### src/rtl/ram_emu_pkg.sv
// ram_emu_pkg: shared tag encoding and default bus widths for the RAM emulator
package ram_emu_pkg;
  localparam int ADDR_BITS_DEF = 16;
  localparam int DATA_BITS_DEF = 16;
  localparam logic TAG_VID = 1'b0;
  localparam logic TAG_AUX = 1'b1;
endpackage

### src/rtl/ram_port_arbiter_if.sv
// ram_port_arbiter_if: requester, link and status signals of the RAM port arbiter
interface ram_port_arbiter_if import ram_emu_pkg::*; #(
  parameter int ADDR_BITS = ADDR_BITS_DEF,
  parameter int DATA_BITS = DATA_BITS_DEF,
  parameter int MAX_OUTSTANDING = 4
);
  localparam int CNT_BITS = $clog2(MAX_OUTSTANDING + 1);
  logic                 vid_req_valid;
  logic [ADDR_BITS-1:0] vid_req_addr;
  logic                 vid_req_ready;
  logic                 aux_req_valid;
  logic [ADDR_BITS-1:0] aux_req_addr;
  logic                 aux_req_we;
  logic [DATA_BITS-1:0] aux_req_wdata;
  logic                 aux_req_ready;
  logic                 link_cmd_valid;
  logic                 link_cmd_ready;
  logic [ADDR_BITS-1:0] link_cmd_addr;
  logic                 link_cmd_we;
  logic [DATA_BITS-1:0] link_cmd_wdata;
  logic                 link_rsp_valid;
  logic [DATA_BITS-1:0] link_rsp_data;
  logic                 vid_rsp_valid;
  logic [DATA_BITS-1:0] vid_rsp_data;
  logic                 aux_rsp_valid;
  logic [DATA_BITS-1:0] aux_rsp_data;
  logic [CNT_BITS-1:0]  outstanding;
  logic                 err_unexpected_rsp;
  modport slave (
    input  vid_req_valid, vid_req_addr, aux_req_valid, aux_req_addr, aux_req_we, aux_req_wdata,
    input  link_cmd_ready, link_rsp_valid, link_rsp_data,
    output vid_req_ready, aux_req_ready, link_cmd_valid, link_cmd_addr, link_cmd_we, link_cmd_wdata,
    output vid_rsp_valid, vid_rsp_data, aux_rsp_valid, aux_rsp_data, outstanding, err_unexpected_rsp
  );
  modport master (
    output vid_req_valid, vid_req_addr, aux_req_valid, aux_req_addr, aux_req_we, aux_req_wdata,
    output link_cmd_ready, link_rsp_valid, link_rsp_data,
    input  vid_req_ready, aux_req_ready, link_cmd_valid, link_cmd_addr, link_cmd_we, link_cmd_wdata,
    input  vid_rsp_valid, vid_rsp_data, aux_rsp_valid, aux_rsp_data, outstanding, err_unexpected_rsp
  );
endinterface

### src/rtl/ram_port_arbiter_tag_fifo.sv
// tag_fifo: in-order FIFO of 1-bit requester tags for reads awaiting a link response
module tag_fifo #(
  parameter int DEPTH = 4
) (
  input  logic                         clk,
  input  logic                         rst_n,
  input  logic                         i_push,
  input  logic                         i_tag,
  input  logic                         i_pop,
  output logic                         o_tag,
  output logic                         o_empty,
  output logic [$clog2(DEPTH+1)-1:0]   o_count
);
  localparam int PW = DEPTH > 1 ? $clog2(DEPTH) : 1;
  localparam int CW = $clog2(DEPTH + 1);
  logic [DEPTH-1:0] r_mem;
  logic [PW-1:0]    r_wr;
  logic [PW-1:0]    r_rd;
  logic [CW-1:0]    r_count;
  logic             w_push;
  logic             w_pop;
  function automatic logic [PW-1:0] nxt(input logic [PW-1:0] p);
    return p == PW'(DEPTH - 1) ? '0 : p + PW'(1);
  endfunction
  assign w_push  = i_push && r_count != CW'(DEPTH);
  assign w_pop   = i_pop && r_count != '0;
  assign o_tag   = r_mem[r_rd];
  assign o_empty = r_count == '0;
  assign o_count = r_count;
  always_ff @(posedge clk) begin
    if (!rst_n) begin
      r_wr    <= '0;
      r_rd    <= '0;
      r_count <= '0;
    end else begin
      if (w_push) begin
        r_mem[r_wr] <= i_tag;
        r_wr        <= nxt(r_wr);
      end
      if (w_pop) r_rd <= nxt(r_rd);
      r_count <= r_count + CW'(w_push) - CW'(w_pop);
    end
  end
endmodule

### src/rtl/ram_port_arbiter.sv
// ram_port_arbiter: arbitrates video/aux requests onto one link command slot and routes read responses back
module ram_port_arbiter import ram_emu_pkg::*; #(
  parameter int ADDR_BITS = ADDR_BITS_DEF,
  parameter int DATA_BITS = DATA_BITS_DEF,
  parameter int MAX_OUTSTANDING = 4,
  parameter int STARVE_LIMIT = 3
) (
  input logic               clk,
  input logic               rst_n,
  ram_port_arbiter_if.slave bus
);
  localparam int CNT_BITS = $clog2(MAX_OUTSTANDING + 1);
  localparam int SC_BITS  = $clog2(STARVE_LIMIT + 1);
  logic [SC_BITS-1:0]   r_starve;
  logic                 r_cmd_valid;
  logic                 r_cmd_we;
  logic [ADDR_BITS-1:0] r_cmd_addr;
  logic [DATA_BITS-1:0] r_cmd_wdata;
  logic                 r_vid_rsp;
  logic                 r_aux_rsp;
  logic [DATA_BITS-1:0] r_rsp_data;
  logic                 r_err;
  logic                 w_slot_free;
  logic                 w_cap;
  logic                 w_aux_win;
  logic                 w_vid_gnt;
  logic                 w_aux_gnt;
  logic                 w_push;
  logic                 w_pop;
  logic                 w_head_tag;
  logic                 w_empty;
  logic [CNT_BITS-1:0]  w_count;
  // capacity comes from the registered count, so a response popping this cycle frees nothing until next cycle
  assign w_slot_free = !r_cmd_valid || bus.link_cmd_ready;
  assign w_cap       = w_count < CNT_BITS'(MAX_OUTSTANDING);
  assign w_aux_win   = bus.aux_req_valid && (!bus.vid_req_valid || r_starve == SC_BITS'(STARVE_LIMIT));
  assign w_vid_gnt   = rst_n && w_slot_free && w_cap && bus.vid_req_valid && !w_aux_win;
  assign w_aux_gnt   = rst_n && w_slot_free && w_aux_win && (bus.aux_req_we || w_cap);
  assign w_push      = w_vid_gnt || (w_aux_gnt && !bus.aux_req_we);
  assign w_pop       = bus.link_rsp_valid && !w_empty;
  assign bus.vid_req_ready      = w_vid_gnt;
  assign bus.aux_req_ready      = w_aux_gnt;
  assign bus.link_cmd_valid     = r_cmd_valid;
  assign bus.link_cmd_we        = r_cmd_we;
  assign bus.link_cmd_addr      = r_cmd_addr;
  assign bus.link_cmd_wdata     = r_cmd_wdata;
  assign bus.vid_rsp_valid      = r_vid_rsp;
  assign bus.aux_rsp_valid      = r_aux_rsp;
  assign bus.vid_rsp_data       = r_rsp_data;
  assign bus.aux_rsp_data       = r_rsp_data;
  assign bus.outstanding        = w_count;
  assign bus.err_unexpected_rsp = r_err;
  tag_fifo #(.DEPTH(MAX_OUTSTANDING)) u_tags (
    .clk     (clk),
    .rst_n   (rst_n),
    .i_push  (w_push),
    .i_tag   (w_aux_gnt ? TAG_AUX : TAG_VID),
    .i_pop   (w_pop),
    .o_tag   (w_head_tag),
    .o_empty (w_empty),
    .o_count (w_count)
  );
  always_ff @(posedge clk) begin
    if (!rst_n) begin
      r_starve    <= '0;
      r_cmd_valid <= 1'b0;
      r_cmd_we    <= 1'b0;
      r_cmd_addr  <= '0;
      r_cmd_wdata <= '0;
      r_vid_rsp   <= 1'b0;
      r_aux_rsp   <= 1'b0;
      r_rsp_data  <= '0;
      r_err       <= 1'b0;
    end else begin
      if (w_vid_gnt || w_aux_gnt) begin
        r_cmd_valid <= 1'b1;
        r_cmd_we    <= w_aux_gnt && bus.aux_req_we;
        r_cmd_addr  <= w_aux_gnt ? bus.aux_req_addr : bus.vid_req_addr;
        r_cmd_wdata <= w_aux_gnt ? bus.aux_req_wdata : '0;
      end else if (bus.link_cmd_ready) begin
        r_cmd_valid <= 1'b0;
      end
      r_starve <= (!bus.aux_req_valid || w_aux_gnt) ? '0 :
                  (w_vid_gnt && r_starve != SC_BITS'(STARVE_LIMIT)) ? r_starve + SC_BITS'(1) : r_starve;
      r_vid_rsp <= w_pop && w_head_tag == TAG_VID;
      r_aux_rsp <= w_pop && w_head_tag == TAG_AUX;
      if (w_pop) r_rsp_data <= bus.link_rsp_data;
      if (bus.link_rsp_valid && w_empty) r_err <= 1'b1;
    end
  end
endmodule

### src/flat_wrapper.sv
// flat-port wrapper written by rule: the top's interface ports become plain ports
module ram_port_arbiter_flat import ram_emu_pkg::*;
#(
  parameter int ADDR_BITS = ADDR_BITS_DEF,
  parameter int DATA_BITS = DATA_BITS_DEF,
  parameter int MAX_OUTSTANDING = 4,
  parameter int STARVE_LIMIT = 3
)
  (clk, rst_n, bus_vid_req_valid, bus_vid_req_addr, bus_aux_req_valid, bus_aux_req_addr, bus_aux_req_we, bus_aux_req_wdata, bus_link_cmd_ready, bus_link_rsp_valid, bus_link_rsp_data, bus_vid_req_ready, bus_aux_req_ready, bus_link_cmd_valid, bus_link_cmd_addr, bus_link_cmd_we, bus_link_cmd_wdata, bus_vid_rsp_valid, bus_vid_rsp_data, bus_aux_rsp_valid, bus_aux_rsp_data, bus_outstanding, bus_err_unexpected_rsp);
  ram_port_arbiter_if #(.ADDR_BITS(ADDR_BITS), .DATA_BITS(DATA_BITS), .MAX_OUTSTANDING(MAX_OUTSTANDING)) bus_i ();
  input logic clk;
  input logic rst_n;
  input wire logic [$bits(bus_i.vid_req_valid)-1:0] bus_vid_req_valid;
  input wire logic [$bits(bus_i.vid_req_addr)-1:0] bus_vid_req_addr;
  input wire logic [$bits(bus_i.aux_req_valid)-1:0] bus_aux_req_valid;
  input wire logic [$bits(bus_i.aux_req_addr)-1:0] bus_aux_req_addr;
  input wire logic [$bits(bus_i.aux_req_we)-1:0] bus_aux_req_we;
  input wire logic [$bits(bus_i.aux_req_wdata)-1:0] bus_aux_req_wdata;
  input wire logic [$bits(bus_i.link_cmd_ready)-1:0] bus_link_cmd_ready;
  input wire logic [$bits(bus_i.link_rsp_valid)-1:0] bus_link_rsp_valid;
  input wire logic [$bits(bus_i.link_rsp_data)-1:0] bus_link_rsp_data;
  output wire logic [$bits(bus_i.vid_req_ready)-1:0] bus_vid_req_ready;
  output wire logic [$bits(bus_i.aux_req_ready)-1:0] bus_aux_req_ready;
  output wire logic [$bits(bus_i.link_cmd_valid)-1:0] bus_link_cmd_valid;
  output wire logic [$bits(bus_i.link_cmd_addr)-1:0] bus_link_cmd_addr;
  output wire logic [$bits(bus_i.link_cmd_we)-1:0] bus_link_cmd_we;
  output wire logic [$bits(bus_i.link_cmd_wdata)-1:0] bus_link_cmd_wdata;
  output wire logic [$bits(bus_i.vid_rsp_valid)-1:0] bus_vid_rsp_valid;
  output wire logic [$bits(bus_i.vid_rsp_data)-1:0] bus_vid_rsp_data;
  output wire logic [$bits(bus_i.aux_rsp_valid)-1:0] bus_aux_rsp_valid;
  output wire logic [$bits(bus_i.aux_rsp_data)-1:0] bus_aux_rsp_data;
  output wire logic [$bits(bus_i.outstanding)-1:0] bus_outstanding;
  output wire logic [$bits(bus_i.err_unexpected_rsp)-1:0] bus_err_unexpected_rsp;
  assign bus_i.vid_req_valid = bus_vid_req_valid;
  assign bus_i.vid_req_addr = bus_vid_req_addr;
  assign bus_i.aux_req_valid = bus_aux_req_valid;
  assign bus_i.aux_req_addr = bus_aux_req_addr;
  assign bus_i.aux_req_we = bus_aux_req_we;
  assign bus_i.aux_req_wdata = bus_aux_req_wdata;
  assign bus_i.link_cmd_ready = bus_link_cmd_ready;
  assign bus_i.link_rsp_valid = bus_link_rsp_valid;
  assign bus_i.link_rsp_data = bus_link_rsp_data;
  assign bus_vid_req_ready = bus_i.vid_req_ready;
  assign bus_aux_req_ready = bus_i.aux_req_ready;
  assign bus_link_cmd_valid = bus_i.link_cmd_valid;
  assign bus_link_cmd_addr = bus_i.link_cmd_addr;
  assign bus_link_cmd_we = bus_i.link_cmd_we;
  assign bus_link_cmd_wdata = bus_i.link_cmd_wdata;
  assign bus_vid_rsp_valid = bus_i.vid_rsp_valid;
  assign bus_vid_rsp_data = bus_i.vid_rsp_data;
  assign bus_aux_rsp_valid = bus_i.aux_rsp_valid;
  assign bus_aux_rsp_data = bus_i.aux_rsp_data;
  assign bus_outstanding = bus_i.outstanding;
  assign bus_err_unexpected_rsp = bus_i.err_unexpected_rsp;
  ram_port_arbiter #(.ADDR_BITS(ADDR_BITS), .DATA_BITS(DATA_BITS), .MAX_OUTSTANDING(MAX_OUTSTANDING), .STARVE_LIMIT(STARVE_LIMIT)) u_core (.clk(clk), .rst_n(rst_n), .bus(bus_i));
endmodule
### config.mk
export PLATFORM = sky130hd
export DESIGN_NAME = ram_port_arbiter_flat
export DESIGN_NICKNAME = d
export VERILOG_FILES = /design/src/rtl/ram_emu_pkg.sv /design/src/rtl/ram_port_arbiter_if.sv /design/src/rtl/ram_port_arbiter_tag_fifo.sv /design/src/rtl/ram_port_arbiter.sv /design/src/flat_wrapper.sv
export SDC_FILE = /design/constraint.sdc
export NUM_CORES = 1
export LEC_CHECK = 0
export CAP_MARGIN = 20
export CORE_UTILIZATION = 44
export CTS_BUF_LIST = sky130_fd_sc_hd__clkbuf_8
export DETAILED_ROUTE_END_ITERATION = 12
export HOLD_SLACK_MARGIN = 0.12
export PLACE_DENSITY = 0.9
export SKIP_CTS_REPAIR_TIMING = 1
export SYNTH_ARGS = -nofsm -noshare
export SYNTH_HDL_FRONTEND = slang
export SYNTH_SLANG_ARGS = --single-unit
export TNS_END_PERCENT = 10
### constraint.sdc
create_clock -name clk -period 4 [get_ports clk]
set_input_delay 0.6 -clock clk [delete_from_list [all_inputs] [get_ports clk]]
set_output_delay 0.6 -clock clk [all_outputs]
set_load 0.01 [all_outputs]
Word level (Yosys, flattened, before mapping)
Index checks and enable logic that the tools add are counted.
W data, S select, Z words.
{ "op_classes": {"add_sub_neg": 5, "multipliers": 0, "div": 0, "n_lt_le_gt_ge": 4, "eq_ne": 5, "n_shift": 0, "mux": 12, "n_bitwise": 2, "reduce_logical": 34} }
{ "op_table": {"columns": ["op", "count"], "rows": [
  ["$mux W16", 2],
  ["$logic_and A1 B1 Y1", 17],
  ["$add A2 B1 Y2 const B", 3],
  ["$eq A2 B2 Y1 const B", 3],
  ["$logic_not A1 Y1", 6],
  ["$logic_or A1 B1 Y1", 6],
  ["$lt A2 B3 Y1 const B", 2],
  ["$mux W1", 5],
  ["$bwmux W4", 1],
  ["$mux W2", 2],
  ["$add A3 B1 Y3", 1],
  ["$logic_not A3 Y1", 1],
  ["$lt A3 B3 Y1 const B", 1],
  ["$ne A3 B3 Y1 const B", 1],
  ["$reduce_bool A3 Y1", 1],
  ["$sub A3 B1 Y3", 1],
  ["$bmux W1 S2", 1],
  ["$demux W1 S2", 1],
  ["$ge A2 B1 Y1 const B", 1],
  ["$ne A2 B2 Y1 const B", 1],
  ["$not A1 Y1", 2],
  ["$reduce_and A2 Y1", 1],
  ["$reduce_bool A2 Y1", 1],
  ["$reduce_or A2 Y1", 1]
]} }
{ "totals": {"regBits": 66, "latchBits": 0, "ramBits": 0, "mem_bits_ro": 0, "inputBits": 71, "output_inout_bits": 74, "elab_cells": 75, "mem_count": 0} }

Longest topological paths before layout
{ "logic_depth": {"depth_word": 10, "mapped_depth": 12, "mapped_depth_nobuf": 12} }

Hierarchy
From an unflattened synthesis, not the netlist that was laid out.
{ "hier_totals": {"cells_unflattened": 341, "hier_area_um2": 2896.5} }
{ "modules_own_cells": {"columns": ["module", "n_inst", "cells_each", "area_each_um2", "seq_area_each_um2"], "rows": [
  ["ram_port_arbiter", 1, 285, 2303.5, 1101.1],
  ["tag_fifo", 1, 56, 593.1, 260.2]
]} }

Worst setup path after synthesis
Ideal clock, no wire load.
{ "synth_path": {"path_kind": "input -> register", "start": "input port rst_n", "end": "register u_core.u_tags.r_count[2] (netlist: u_core.u_tags.o_count[2])", "setup_time_ns": 0.115, "arrival_time_ns": 2.302, "required_ns": 3.885, "setup_slack_ns": 1.583, "cell_stages": 12, "path_buffers": 1, "cell_sequence": "buf_6 > and2b_4 > o211a_4 > inv_2 > ha_1 > inv_1 > ha_1 > inv_1 > fa_1 > xnor2_1 > xnor2_1 > and2_1"} }
{ "synth_between": {"elab_chain_len": 8, "word_cells_on_any_way": 11, "cone_classes": "add/sub (2); reduce/logical (9)"} }
{ "synth_lines": {"columns": ["element", "line_no", "text"], "rows": [
  ["from (decl)", "flat_wrapper.sv:12", "input logic rst_n;"],
  ["$logic_and A1 B1 Y1", "ram_port_arbiter.sv:37, ram_port_arbiter.sv:38", null],
  ["$logic_and A1 B1 Y1, on equally long branches (2 in series)", "ram_port_arbiter.sv:37, ram_port_arbiter.sv:38", null],
  ["$logic_and A1 B1 Y1, on equally long branches", "ram_port_arbiter.sv:37, ram_port_arbiter.sv:39", null],
  ["$logic_or A1 B1 Y1", "ram_port_arbiter.sv:39", "assign w_push = w_vid_gnt || (w_aux_gnt && !bus.aux_req_we);"],
  ["$logic_and A1 B1 Y1", "ram_port_arbiter_tag_fifo.sv:25", "assign w_push = i_push && r_count != CW'(DEPTH);"],
  ["$add A3 B1 Y3", "ram_port_arbiter_tag_fifo.sv:41", "r_count <= r_count + CW'(w_push) - CW'(w_pop);"],
  ["$sub A3 B1 Y3", "ram_port_arbiter_tag_fifo.sv:41", null],
  ["to (signal assigned)", "ram_port_arbiter_tag_fifo.sv:41", null],
  ["to (decl)", "ram_port_arbiter_tag_fifo.sv:19", "logic [CW-1:0] r_count;"]
]} }
Several ways; a longest one is shown, not always the timed one.
A chain may end at the register's enable or synchronous reset.

Worst setup path after layout
{ "layout_path": {"start": "input port bus_aux_req_valid", "end": "output port bus_aux_req_ready"} }
{ "layout_between": {"elab_chain_len": 3} }
{ "layout_lines": {"columns": ["element", "line_no", "text"], "rows": [
  ["from (decl)", "flat_wrapper.sv:15", "input wire logic [$bits(bus_i.aux_req_valid)-1:0] bus_aux_req_valid;"],
  ["$logic_and A1 B1 Y1", "ram_port_arbiter.sv:36", "assign w_aux_win = bus.aux_req_valid && (!bus.vid_req_valid || r_starve == SC_BITS'(STARVE_LIMIT));"],
  ["$logic_and A1 B1 Y1 (2 in series)", "ram_port_arbiter.sv:38", "assign w_aux_gnt = rst_n && w_slot_free && w_aux_win && (bus.aux_req_we || w_cap);"],
  ["to (decl)", "flat_wrapper.sv:23", "output wire logic [$bits(bus_i.aux_req_ready)-1:0] bus_aux_req_ready;"]
]} }
No other way between the ends.

==> out/summary.md <==
The cell type of the slowest stage on the worst timing path was clkdlybuf4s50_1. Sorting the synthesized cells by area gives the leading types as dfxtp_1 (44%), nand2_1 (9.5%), a22o_1 (5.0%). The logs give 0.00606 mm² for the area of the core region and 46.5% for the starting density of the core.

The post-CTS clock slew at the launch and capture registers of the worst setup and hold paths was 0.07 ns. Total area of sequential cells: 0.00136 mm². Cells fill 72.3% of the core in the end. Yosys printed 0 warnings. The logs give 0.472 ns for the worst hold-check slack and 145 for the I/O pin count. The largest net degree at the start of global routing came out at 46. The family with the most delay on the worst path was buffers and inverters. The net count after synthesis was 375.

After detailed routing, the average wire length per cell comes to 14.0 µm. Counting both buffers and inverters, the worst setup path holds a total of 4. The final-layout setup total negative slack is 0 ns, and the post-synthesis register bit count is 66. The area used by multi-input combinational logic is 0.00121 mm².

The worst hold path begins at u_core.bus.aux_rsp_data[10]. The number of buffers added by the clock tree synthesis step came out at 9. After detailed routing, the number of vias per cell comes to 5.09. The adder-cell area share of the yosys netlist is 4.26%. The library cell appearing most often on the critical path was clkdlybuf4s50_1. Averaged over all synthesized cells, the footprint is 9.55 µm². Counting every sink on the clock net gives 66. The pre-antenna-repair detailed-routing pass consisted of 4 iterations. The synthesized design contains 4 enable-type register cells.

The number of nets in the finished design came out at 502. Counting flops with an async set or reset pin after synthesis yields a share of 0%. Data arrives at the worst endpoint at 2.71 ns. The logs give 1.65 nW for the leakage component of the power and 0 for the max-capacitance violation count. The classification of the worst-slack hold path was reg2reg. The run finished with clean final reports. For the pin with the worst max-slew slack, the measured transition is 0.461 ns. The HPWL after detailed placement is 5130 µm. The number of inserted diodes was 0. The synthesis-to-layout area growth was 55.7%. In this run, the number of DRC markers left after iteration 0 of detailed routing was 88. The floorplan has 28 rows. The total number of vias came out at 2554. For the hold violation count in the final report, the log shows 0. The largest buffer count on any clock path was 2. The logs give 43 for the number of unique standard cell types used by synthesis and 0.734 for the final weighted congestion in routability-driven placement. The post-route netlist has 7.49% of its cells at a drive strength greater than 1.

The number of antenna violations at the first check in global routing is 0, and the vertical extent of the die is 82.0 µm. The run gives 21.9% as the combined global-route utilization of all metal layers. Counting instances in the post-synthesis netlist gives the leading cell types as nand2_1 (71), dfxtp_1 (62), o21ai_0 (18).

After synthesis, flip-flops and latches occupy 48.3% of the total area. Measured against the total synthesized area, the mux share comes to 1.16%. The startpoint identified for the worst register-to-register timing path is u_core.r_starve[0]. For the full die area, the log shows 0.00672 mm². TritonCTS built the clock tree. The count of nets left with antenna violations once routing finished came out at 0. In this run the number of H-tree levels came out at 3. Clock latency on the worst-skew pair, taken at its later pin, is 0.34 ns. The residual overflow from global routing is 0. Traced cell by cell, the critical path runs through clkdlybuf4s50_1 > nand2_1 > nand4b_4 > buf_4 > inv_2 > clkdlybuf4s50_1. The final max-slew violation count was 0; the post-detailed-route DRC marker count was 0. Setup repair after global routing left no endpoint under its margin. For the final database, setup skew stands at 0.00568 ns. The clock period could shrink to 3.31 ns.

VDD sags by at most 0.338 mV. The first global-routing pass estimated 10900 µm of wire. The biggest cell delay along the critical path is 0.61 ns. The main combinational cell family by area after synthesis is compound AO/OA/AOI/OAI gates. The XOR/XNOR share of the synthesized area was 0.933%; the worst slew margin relative to its limit was 69.2%. Yosys instantiated no cell more often than nand2_1. Based on the critical path, the design can be clocked at up to 302 MHz. Port buffering added 144 buffers. The worst setup path is launched from an input port. The largest driver fanout on the critical path was 33.

The post-route clock period utilization was 82.7%; the synthesized instance count was 295. The tree is rooted in a clkbuf_8. The synthesized netlist devotes 20.2% of its cell area to compound gates.

Setup violations remaining at the end of the flow were counted as 0. The worst setup path is of the in2out kind. The routed design has 7020 µm of wire. The power per unit of standard cell area was 470 mW/mm²; the basic-gate share of the synthesized area counting and, or, nand and nor cells was 16.4%. The post-synthesis instance area is 0.00282 mm², and the critical path required time is 3.40 ns. After filler insertion, the fill cell instance count of the layout stands at 462. The cell accounting for the most synthesized area was dfxtp_1.

The worst setup path is captured at an output pin. Fraction of synthesized cell area taken by the top area cell type: 44.1%. In this run the horizontal extent of the chip is 82.0 µm. The tools report the number of global-route vias before repair as 2386. The critical path starts at bus_aux_req_valid.

In the synthesized netlist the dominant register cell turns out to be dfxtp_1.
==> sequential cells by signal, indices dropped and copies added, names as in the netlist <==
register	cells
u_core.bus.link_cmd_addr	16
u_core.bus.vid_rsp_valid	1
u_core.u_tags.r_mem	4
u_core.bus.err_unexpected_rsp	1
u_core.bus.link_cmd_valid	1
u_core.u_tags.o_count	3
u_core.bus.link_cmd_we	1
u_core.bus.aux_rsp_valid	1
u_core.r_starve	2
u_core.u_tags.r_rd	2
u_core.bus.link_cmd_wdata	16
u_core.u_tags.r_wr	2
u_core.bus.aux_rsp_data	16
==> power breakdown <==
part	internal, mW	total (mW)	switching [mW]
combinational	0.365	0.641	0.276
clock	0.343	0.591	0.247
sequential	0.755	0.830	0.0744
total	1.46	2.06	0.598
==> layer usage <==
layer  track usage [%]  share of wire (%)  vias up
li1                  -                  -     1248
met1              23.7                 40     1166
met2              37.8                 49      125
met3              6.78                8.4       15
met4              12.1                2.4        0
met5                 0                  0        -
==> worst min-delay path, stage by stage, from the launching register on <==
cell      delay, ns
dfxtp_1        0.32
nand2_1        0.05
a21boi_1       0.05
==> area by class of cell <==
class                           count  share of cell area [%]
Tap cell                           75                    2.14
Inverter                            9                   0.799
Clock buffer                        9                    2.83
Timing Repair Buffer              148                    33.6
Clock inverter                      7                    1.91
Multi-Input combinational cell    188                    27.7
Sequential cell                    66                    31.1
==> metrics by stage <==
step	instance area, µm²	setup WS (ns)	power (mW)	std cells
after global routing	4380	0.573	2.19	502
final	4380	0.691	2.06	502
after global placement	4180	0.769	1.46	486
after CTS	4380	0.693	2.08	502
after floorplan	2820	1.58	1.18	295
after detailed placement	4180	0.697	1.49	486
==> kinds of logic after synthesis <==
family / count (synthesis)
compound gates: 77
xor+xnor: 3
fa+ha+maj: 9
buf+inv: 41
flops: 66
mux: 2
simple gates: 97
==> cell usage in the layout, fill, tap and decap left out, drive strengths merged, types with 6 or more instances in the layout <==
cell type and count:
a31oi 16, nand2 71, inv 8, dfxtp 62
clkdlybuf4s50 144, and2 6, ha 8, o21ai 18
a22o 16, clkbuf 9, a21boi 19
==> path summary, 6_finish.rpt <==
kind	to	slack [ns]	cells past startpoint
max	bus_aux_req_ready	0.69	6
min	u_core.bus.aux_rsp_data[10]	0.47	2
max reg2reg	u_core.u_tags.o_count[2]	1.58	12
min reg2reg	u_core.bus.aux_rsp_data[10]	0.47	2
Note: power is estimated with default switching activity, not from simulation.
